<file path="src/rtl/slice_seq.sv">
// Instruction-cycle and front-panel sequencer for the bit-slice column.
// All strobes are registered and decoded from the state being entered.
module slice_seq #(
  parameter int unsigned ADDR_W = 8
) (
  input  logic       clk,
  input  logic       rst,
  input  logic [2:0] ir,
  input  logic       x_zero,
  input  logic       run_req,
  input  logic       step_req,
  input  logic       dep_req,
  input  logic       exam_req,
  input  logic       halt_req,
  input  logic       mem_ack,
  output logic       mem_rd,
  output logic       mem_wr,
  output logic       wri,
  output logic       wra,
  output logic       rda,
  output logic       wrx,
  output logic       rdx,
  output logic       rdp,
  output logic       incp,
  output logic       wrs,
  output logic       dep,
  output logic       nwrp,
  output logic [3:0] xin_sel,
  output logic       running
);

  if (ADDR_W == 0) begin : g_addr_w_check
    $error("ADDR_W must be nonzero");
  end

  typedef enum logic [2:0] {
    StHalt, StFReq, StFLat, StXDec, StXReq, StXFin, StPReq, StPFin
  } state_e;

  localparam logic [2:0] OpLdx = 3'd1;
  localparam logic [2:0] OpLda = 3'd2;

  localparam logic [3:0] XinShift = 4'b0010;
  localparam logic [3:0] XinDbus  = 4'b1000;

  state_e     state_q;
  logic       run_q;
  logic       halt_q;
  logic       pwr_q;   // panel access is a deposit (write) rather than examine
  logic [2:0] op_q;
  logic       xdone_q; // X_REQ ack seen; current cycle is the data-consume cycle

  always_ff @(posedge clk) begin
    if (rst) begin
      state_q <= StHalt;
      run_q   <= 1'b0;
      halt_q  <= 1'b0;
      pwr_q   <= 1'b0;
      op_q    <= 3'd0;
      xdone_q <= 1'b0;
      mem_rd  <= 1'b0;
      mem_wr  <= 1'b0;
      wri     <= 1'b0;
      wra     <= 1'b0;
      rda     <= 1'b0;
      wrx     <= 1'b0;
      rdx     <= 1'b0;
      rdp     <= 1'b0;
      incp    <= 1'b0;
      wrs     <= 1'b0;
      dep     <= 1'b0;
      nwrp    <= 1'b1;
      xin_sel <= 4'b0000;
    end else begin
      mem_rd  <= 1'b0;
      mem_wr  <= 1'b0;
      wri     <= 1'b0;
      wra     <= 1'b0;
      rda     <= 1'b0;
      wrx     <= 1'b0;
      rdx     <= 1'b0;
      rdp     <= 1'b0;
      incp    <= 1'b0;
      wrs     <= 1'b0;
      dep     <= 1'b0;
      nwrp    <= 1'b1;
      xin_sel <= 4'b0000;

      if (halt_req && state_q != StHalt) halt_q <= 1'b1;

      unique case (state_q)
        StHalt: begin
          if (run_req || step_req) begin
            run_q   <= run_req;
            state_q <= StFReq;
            rdp     <= 1'b1;
            mem_rd  <= 1'b1;
          end else if (dep_req) begin
            pwr_q   <= 1'b1;
            state_q <= StPReq;
            rdp     <= 1'b1;
            dep     <= 1'b1;
            mem_wr  <= 1'b1;
          end else if (exam_req) begin
            pwr_q   <= 1'b0;
            state_q <= StPReq;
            rdp     <= 1'b1;
            mem_rd  <= 1'b1;
          end
        end

        StPReq: begin
          if (mem_ack) begin
            state_q <= StPFin;
            incp    <= 1'b1;
            wra     <= ~pwr_q;
          end else begin
            rdp    <= 1'b1;
            dep    <= pwr_q;
            mem_wr <= pwr_q;
            mem_rd <= ~pwr_q;
          end
        end

        StPFin: begin
          state_q <= StHalt;
          halt_q  <= 1'b0;
        end

        StFReq: begin
          if (mem_ack) begin
            state_q <= StFLat;
            wri     <= 1'b1;
            incp    <= 1'b1;
          end else begin
            rdp    <= 1'b1;
            mem_rd <= 1'b1;
          end
        end

        StFLat: state_q <= StXDec;

        StXDec: begin
          op_q    <= ir;
          xdone_q <= 1'b0;
          state_q <= StXFin;
          unique case (ir)
            3'd0: ;
            3'd1: begin
              state_q <= StXReq;
              rdp     <= 1'b1;
              mem_rd  <= 1'b1;
            end
            3'd2: begin
              state_q <= StXReq;
              rdx     <= 1'b1;
              mem_rd  <= 1'b1;
            end
            3'd3: begin
              state_q <= StXReq;
              rdx     <= 1'b1;
              rda     <= 1'b1;
              mem_wr  <= 1'b1;
            end
            3'd4: nwrp <= 1'b0;
            3'd5: nwrp <= ~x_zero;
            3'd6: begin
              wrx     <= 1'b1;
              wrs     <= 1'b1;
              xin_sel <= XinShift;
            end
            3'd7: run_q <= 1'b0;
          endcase
        end

        StXReq: begin
          if (xdone_q) begin
            state_q <= StXFin;
            xdone_q <= 1'b0;
            incp    <= (op_q == OpLdx);
          end else if (mem_ack) begin
            xdone_q <= 1'b1;
            wrx     <= (op_q == OpLdx);
            xin_sel <= (op_q == OpLdx) ? XinDbus : 4'b0000;
            wra     <= (op_q == OpLda);
          end else begin
            case (op_q)
              OpLdx: begin
                rdp    <= 1'b1;
                mem_rd <= 1'b1;
              end
              OpLda: begin
                rdx    <= 1'b1;
                mem_rd <= 1'b1;
              end
              default: begin
                rdx    <= 1'b1;
                rda    <= 1'b1;
                mem_wr <= 1'b1;
              end
            endcase
          end
        end

        StXFin: begin
          halt_q <= 1'b0;
          if (run_q && !halt_q && !halt_req) begin
            state_q <= StFReq;
            rdp     <= 1'b1;
            mem_rd  <= 1'b1;
          end else begin
            state_q <= StHalt;
            run_q   <= 1'b0;
          end
        end

        default: state_q <= StHalt;
      endcase
    end
  end

  assign running = run_q | (state_q != StHalt);

endmodule

</file>
<file path="config.mk">
export PLATFORM = sky130hd
export DESIGN_NAME = slice_seq
export DESIGN_NICKNAME = d
export VERILOG_FILES = /design/src/rtl/slice_seq.sv
export SDC_FILE = /design/constraint.sdc
export NUM_CORES = 1
export LEC_CHECK = 0
export CORE_UTILIZATION = 45
export DETAILED_ROUTE_END_ITERATION = 8
export PLACE_DENSITY_LB_ADDON = 0.12
export SLEW_MARGIN = 0
export SYNTH_ARGS = -nofsm -noshare
export SYNTH_HDL_FRONTEND = slang
export SYNTH_SLANG_ARGS = --single-unit
</file>
<file path="constraint.sdc">
create_clock -name clk -period 1.6 [get_ports clk]
set_clock_uncertainty 0.05 [all_clocks]
set_input_delay 0.32 -clock clk [delete_from_list [all_inputs] [get_ports clk]]
set_output_delay 0.32 -clock clk [all_outputs]
set_load 0.01 [all_outputs]
</file>
# Yosys cells after proc, flatten, opt, wreduce, memory -nomap -nowiden
# Index checks and enable logic that the tools add are counted.
[classes]
eq_ne = 23
muxes = 67
bitwise = 6
n_reduce_logical = 22
[op_table]
columns = ["cell", "count"]
rows = [
  ["$mux W1", 43],
  ["$eq A3 B3 Y1 const B", 8],
  ["$pmux W3 S8", 1],
  ["$mux W3", 6],
  ["$pmux W1 S2", 8],
  ["$eq A3 B2 Y1 const B", 5],
  ["$mux W4", 3],
  ["$ne A2 B2 Y1 const B", 6],
  ["$reduce_or A2 Y1", 6],
  ["$eq A3 B1 Y1 const B", 3],
  ["$pmux W4 S2", 1],
  ["$reduce_and A4 Y1", 2],
  ["$pmux W1 S6", 1],
  ["$reduce_bool A3 Y1", 2],
  ["$reduce_or A3 Y1", 2],
  ["$not A1 Y1", 5],
  ["$pmux W1 S5", 1],
  ["$ne A4 B4 Y1 const B", 1],
  ["$pmux W1 S4", 1],
  ["$reduce_bool A2 Y1", 2],
  ["$logic_and A1 B1 Y1", 3],
  ["$logic_not A3 Y1", 1],
  ["$pmux W1 S3", 1],
  ["$reduce_and A3 Y1", 1],
  ["4 further kinds", 5],
]
[word_totals]
ff_bits = 26
input_bits = 12
output_inout_bits = 17
elab_cells = 137

# Logic depth before layout (Yosys ltp)
# Gate-level depths: netlist of the first run.
[logic_depth]
word_depth = 6
ltp_mapped = 7

# Least setup slack after synthesis of the first run
# Ideal clock, no wire load.
[synth_timing]
path_type = "register to output"
start = "register state_q[1]"
end = "output port running"
t_arrival_ns = 1.137
path_slack_ns = 0.093
path_stages_with_launch = 4
path_cell_list = "dfxtp_1 > buf_2 > or3_4 > or2_2"
[synth_between]
elab_chain_cells = 2
[synth_rtl]
columns = ["element", "line", "source"]
rows = [
  ["start, declared", "46", "state_e state_q;"],
  ["start signal, assigned", "55", "state_q <= StHalt;"],
  ["start signal, assigned", "95", "state_q <= StFReq;"],
  ["start signal, assigned", "100", "state_q <= StPReq;"],
  ["$reduce_bool A3 Y1", "222", "assign running = run_q | (state_q != StHalt);"],
  ["$or A1 B1 Y1", "222", ""],
  ["end, declared", "29", "output logic running"],
]
# No other way between the ends.

# Final worst setup path of the first run
# Ends and elaborated chain as after synthesis.

==> results of run 1 <==
-- tightest hold or removal path: cells and delay by family, from the launching register on --
kind	cells	cell delay [ns]
flops	1	0.36
simple gates	1	0.06
compound gates	1	0.05
-- worst min-delay path by stage --
stage,startpoint,to,slack (ns),depth (start not counted)
final,op_q[2],op_q[2],0.44,2
after global routing,op_q[2],op_q[2],0.50,2
after CTS,op_q[2],op_q[2],0.44,2
after detailed placement,op_q[2],op_q[2],0.42,2
after global placement,op_q[2],op_q[2],0.42,2
after floorplan,rst,xin_sel[1],0.36,1
-- timing repair --
item	CTS	global route
endpoints found under the setup margin	3	12
gates cloned	0	0
resized for setup	7	9
pin swaps	0	1
-- metrics by stage --
| stage | power, mW | hold slack (ns) | utilization [%] | area, um2 |
|---|---|---|---|---|
| after floorplan | 0.982 | 0.357 | - | 1240 |
| after global placement | 1.15 | 0.424 | 64.4 | 1640 |
| after detailed placement | 1.16 | 0.423 | 64.4 | 1640 |
| after CTS | 1.61 | 0.443 | 66.7 | 1700 |
| after global routing | 1.69 | 0.500 | 67.8 | 1730 |
| final | 1.62 | 0.445 | 67.8 | 1730 |
-- Yosys cell counts, drive strengths merged, types with 2 or more instances --
library cell	count
dfxtp	24
nor2	17
nand2	11
a21oi	10
buf	9
nor3	6
clkbuf	5
nor4b	5
nand2b	4
o21ai	4
or2	4
a32oi	3
mux2i	3
nor4	3
o21bai	3
a211oi	2
inv	2
nand3	2
o211ai	2
-- kinds of logic (layout without fill, tap and decap cells) --
logic type      count (synthesis)  after routing
other cells                     1              2
xor+xnor                        2              2
simple gates                   60             60
flops                          24             24
buf+inv                        16             56
compound gates                 35             35
mux                             3              3
-- metal layers --
layer	track usage (%)	wire length (um)	share of wire, %	vias up
met5	0	0	0	-
met3	3.06	200	6.8	10
met2	36.0	1360	46	49
met4	6.84	57	1.9	0
met1	30.2	1340	45	555
li1	-	-	-	582
-- where the power goes --
group          switching (mW)  internal [mW]
clock                   0.195          0.253
combinational           0.251          0.251
sequential             0.0242          0.642
-- placed cells by master, fill, tap and decap left out, types with 2 or more instances in the layout --
master / count
nor4b_2: 2
a32oi_1: 2
dfxtp_1: 23
nor2_1: 14
nor2_4: 2
o211ai_1: 2
or2_2: 2
nor3_1: 6
o21bai_1: 3
clkdlybuf4s50_1: 20
a211oi_1: 2
clkbuf_4: 3
nand2_1: 11
buf_4: 23
nand2b_1: 3
nor4b_1: 3
buf_6: 2
dlymetal6s2s_1: 5
conb_1: 2
o21ai_0: 3
nor4_1: 2
a21oi_1: 10
mux2i_1: 3
-- area by class of cell --
cell class	count	area [um2]	area share (%)
clock buffer	3	22.5	1.31
clock inverter	1	30.0	1.74
inverter	2	7.51	0.435
multi-input combinational	102	688	39.9
sequential	24	482	27.9
tap	30	37.5	2.18
timing repair buffer	50	458	26.5
==> qor.yml, run 1 <==
status: "finished with violations"
violations: "setup timing"
synth_compound_area_share_pct: 20.6
n_antenna_cell: 0
clk_pin_slew_worst_paths_ns: 0.14
yosysTopAreaCellShare_pct: 38.9
synth_flop_cell: "dfxtp_1"
vias: 1196
dp_cells: 208
drt-initial-drc-count: 39
ys_seq_area_share_pct: 38.9
synth_cells: 141
async_flop_share_pct: 0
p_leak_nw: 0.754
io_pins: 29
worstPathMaxFanout: 2
syn-mean-instance-area_um2: 8.76
power_density_nw_per_um2: 937
finalSetupTns_ns: -0.192
coreArea_um2: 2540
synth_cell_types: 51
area_delta_synth_final_pct: 39.7
cts_buffers: 3
grt_overflow: 0
crit_chain: "or3_4 -> or2_4 -> buf_6"
fin_crit_sh_pct: 110
dr.pass1.iters: 4
final_cells: 212
synth_edf_count: 0
drv_cap: 0
r2r_end: "run_q"
start_kind: "flop"
die_x_um: 54.4
path_delay_family: "simple AND/OR/NAND/NOR gates"
rows: 18
reg_top3: "op_q x3, state_q x3, xin_sel x2"
synthXorXnorAreaFrac_pct: 1.42
startpoint: "state_q[1]"
slew_viol_final: 0
timing.rr.start: "state_q[1]"
worstPathRequired_ns: 1.23
synth-simple-area-share_pct: 29.5
synth.yosys.warnings: 0
yosys-mux-area-fraction_pct: 2.43
initial_core_util_pct: 48.5
port_buffers: 26
routed_via_density: 5.64
pre_cts_ws_ns: -0.220
ant_nets: 0
root_buffer: "clkbuf_4"
max-vdd-ir-drop_mv: 0.710
grt_first_pass_wirelength_um: 4770
syn-cell-area_um2: 1230
synth_fa_ha_area_share_pct: 0
dp_hpwl_um: 2240
gp_congestion: 0.912
clkSinkCount: 24
setup_viol: 2
synth_top_family_by_area: "simple AND/OR/NAND/NOR gates"
clock.fmax_mhz: 570
die_h_um: 54.4
rsz0062_at_grt: "yes"
clockBufferDepth: 2
cpPeakStageDelay_ns: 0.38
crit_cells: 3
antenna_found_initial: 0
grt_max_degree: 24
fillCellCount: 199
drive_gt1_share_pct: 25.3
hold_viol_final: 0
drc: 0
arrival_ns: 1.39
cp-endpoint: "running"
final.min_clock_period_ns: 1.76
yosys.area.top_type: "dfxtp_1"
worstSetupPathType: "reg2out"
track_usage_pct: 22.2
dieArea_um2: 2960
finalWorstSetupSlack_ns: -0.155
routed_wl_um: 2950
crit_buf_inv: 1
h-tree-depth: 1
slowest_stage: "or3_4"
wl_per_cell_um: 13.9
r2r_slack_ns: -0.04
min_path_type: "reg2reg"
clk_latency_ns: 0.32
final_nets: 195
grt_pass1_vias: 1049
endpoint_kind: "output pin"
post-cts-setup-buffer-count: 0
synth-seq-cells: 24
ff2ff_path_depth: 5
yosys-top-cells-area: "dfxtp_1 39%, nor2_1 4.3%, a21oi_1 4.1%"
cts_tree: "done"
cts_hold_buf: 0
(Power assumes the default switching activity.)
==> run 2, diff against run 1 <==
--- a/config.mk
+++ b/config.mk
@@ -5,6 +5,7 @@
 export SDC_FILE = /design/constraint.sdc
 export NUM_CORES = 1
 export LEC_CHECK = 0
+export CORE_MARGIN = 4
 export CORE_UTILIZATION = 45
 export DETAILED_ROUTE_END_ITERATION = 8
 export PLACE_DENSITY_LB_ADDON = 0.12
==> run 2 against run 1 <==
- the run still ends with setup timing left
- combinational power about the same
- setup slack worse by 0.0051 ns
- register-to-register slack about the same
- largest cell class unchanged
- clock power down 28%
- wire length up 0.44%
- clock-buffer cell count up 1
- total power down 7.8%
- fmax down 0.29%
- largest power group unchanged
- final cell count unchanged
- sequential share of layout area up 0.48 points
==> qor.yml, run 2 (synthesis results as in run 1) <==
pre_cts_ws_ns: -0.237  # -0.0168 ns
whs_ns: 0.459  # +0.0144 ns
track_usage_pct: 17.4  # -4.8 points
cpPeakStageDelay_ns: 0.38  # about the same
dr.pass1.iters: 5  # +1
reg_top3: "op_q x3, state_q x3, xin_sel x2"
combPwrFrac_pct: 33.7  # +2.6 points
crit_chain: "or3_4 -> or2_4 -> buf_6"
antenna_found_initial: 0  # unchanged
coreArea_um2: 2540  # unchanged
final_cell_mix: "24 x clkdlybuf4s50_1, 23 x buf_4, 22 x dfxtp_1"
regArea_um2: 483  # +0.26%
h-tree-depth: 1  # unchanged
endpoint_kind: "output pin"
drc: 0  # unchanged
fillCellCount: 220  # +11%
p_sw_share_pct: 30.8  # +1.7 points
die_h_um: 60.4  # +11%
crit_cells: 3  # unchanged
clock.fmax_mhz: 568  # -0.29%
vias: 1164  # -2.7%
drive_gt1_share_pct: 25.8  # +0.55 points
root_buffer: "clkbuf_4"
start_kind: "flop"
grt_max_degree: 24  # unchanged
clockBufferDepth: 2  # unchanged
final.min_clock_period_ns: 1.76  # +0.00512 ns
switchingPower_mw: 0.459  # -2.5%
n_antenna_cell: 0  # unchanged
grt_overflow: 0  # unchanged
status: "finished with violations"
drt-initial-drc-count: 37  # -5.1%
drv_cap: 0  # unchanged
violations: "setup timing"
multiInputGateArea_um2: 688  # unchanged
finalWorstSetupSlack_ns: -0.160  # -0.00512 ns
r2r_slack_ns: -0.03  # about the same
worstPathMaxFanout: 2  # unchanged
timing.rr.start: "state_q[1]"
area_delta_synth_final_pct: 37.7
slowest_stage: "or3_4"
clk_latency_ns: 0.32  # about the same
wl_per_cell_um: 14.0  # +0.44%
place_area_um2: 1630  # -0.46%
rows: 18  # unchanged
internal_power_mw: 1.03  # -9.9%
power_density_nw_per_um2: 877  # -6.4%
p_seq_share_pct: 44.7  # +3.5 points
setup_viol: 2  # unchanged
cts_buffers: 3  # unchanged
final_nets: 195  # unchanged
clkSinkCount: 24  # unchanged
die_x_um: 60.4  # +11%
startpoint: "state_q[1]"
clk_pin_slew_worst_paths_ns: 0.14  # about the same
slew_viol_final: 0  # unchanged
crit_buf_inv: 1  # unchanged
worstSetupPathType: "reg2out"
dp_hpwl_um: 2300  # +2.8%
path_delay_family: "simple AND/OR/NAND/NOR gates"
grt_first_pass_wirelength_um: 4820  # +0.88%
cts_tree: "done"
worstPathRequired_ns: 1.23  # about the same
cts_hold_buf: 0  # unchanged
grt_pass1_vias: 1100  # +4.9%
fin_crit_sh_pct: 110  # +0.32 points
min_path_type: "reg2reg"
dieArea_um2: 3650  # +23%
max-vdd-ir-drop_mv: 0.683  # -3.8%
layout.cells.most_common: "clkdlybuf4s50_1"
io_pins: 29  # unchanged
routed_wl_um: 2970  # +0.44%
p_leak_nw: 0.672  # -11%
cp-endpoint: "running"
initial_core_util_pct: 48.5  # unchanged
ff2ff_path_depth: 5  # unchanged
rsz0062_at_grt: "yes"
hold_viol_final: 0  # unchanged
routed_via_density: 5.49  # -2.7%
postLayoutCellArea_um2: 1700  # -1.5%
r2r_end: "run_q"
ant_nets: 0  # unchanged
power.share.clock_pct: 21.6  # -6.1 points
arrival_ns: 1.39  # about the same
port_buffers: 26  # unchanged
gp_congestion: 0.873  # -4.3%
## run 2: area by class of cell
class / count / share of cell area [%]
multi-input combinational: 102 / 40.5
sequential: 24 / 28.4
timing repair buffer: 50 / 26.3
tap: 30 / 2.21
clock buffer: 4 / 2.13
inverter: 2 / 0.442
## run 2: worst min path at each step
stage / cells past startpoint / to / startpoint / slack, ns
floorplan: 1 / xin_sel[1] / rst / 0.36
global placement: 2 / op_q[2] / op_q[2] / 0.43
detailed placement: 2 / op_q[2] / op_q[2] / 0.44
CTS: 2 / op_q[2] / op_q[2] / 0.46
global route: 2 / op_q[2] / op_q[2] / 0.49
finish: 2 / op_q[2] / op_q[2] / 0.46
## run 2: through the flow
stage / TNS, ns / util [%] / std cells / total power [mW]
floorplan: 0 / - / 142 / 0.982
global route: -0.513 / 66.8 / 212 / 1.57
CTS: -0.160 / 66.3 / 212 / 1.49
detailed placement: -1.62 / 64.1 / 207 / 1.16
finish: -0.194 / 66.8 / 212 / 1.49
global placement: -1.34 / 64.1 / 207 / 1.15
## run 2: worst min-delay path, cell delays in order (launching register included)
cell,delay (ns)
dfxtp_1,0.36
nand2_1,0.06
a21oi_1,0.05
## run 2: power by group through the flow
stage          registers (mW)  logic, mW  clock network (mW)
6_report                0.667      0.502               0.322
5_1_grt                 0.674      0.547               0.351
4_1_cts                 0.665      0.497               0.329
3_5_place_dp            0.676      0.483                   0
3_3_place_gp            0.675      0.475                   0
2_1_floorplan           0.681      0.301                   0
## run 2: layer usage
| layer | up-vias | wire length, um | global-route usage [%] |
|---|---|---|---|
| met5 | - | 0 | 0 |
| met4 | 0 | 27 | 5.70 |
| met3 | 4 | 212 | 3.40 |
| met2 | 46 | 1420 | 28.7 |
| met1 | 525 | 1310 | 22.8 |
| li1 | 589 | - | - |
## run 2: what timing repair did
item                       in CTS  in global routing
setup endpoints to repair       2                  8
hold endpoints to repair        0                  0
gates resized for setup         8                  4
setup buffers                   2                  0
pin swaps                       2                  2
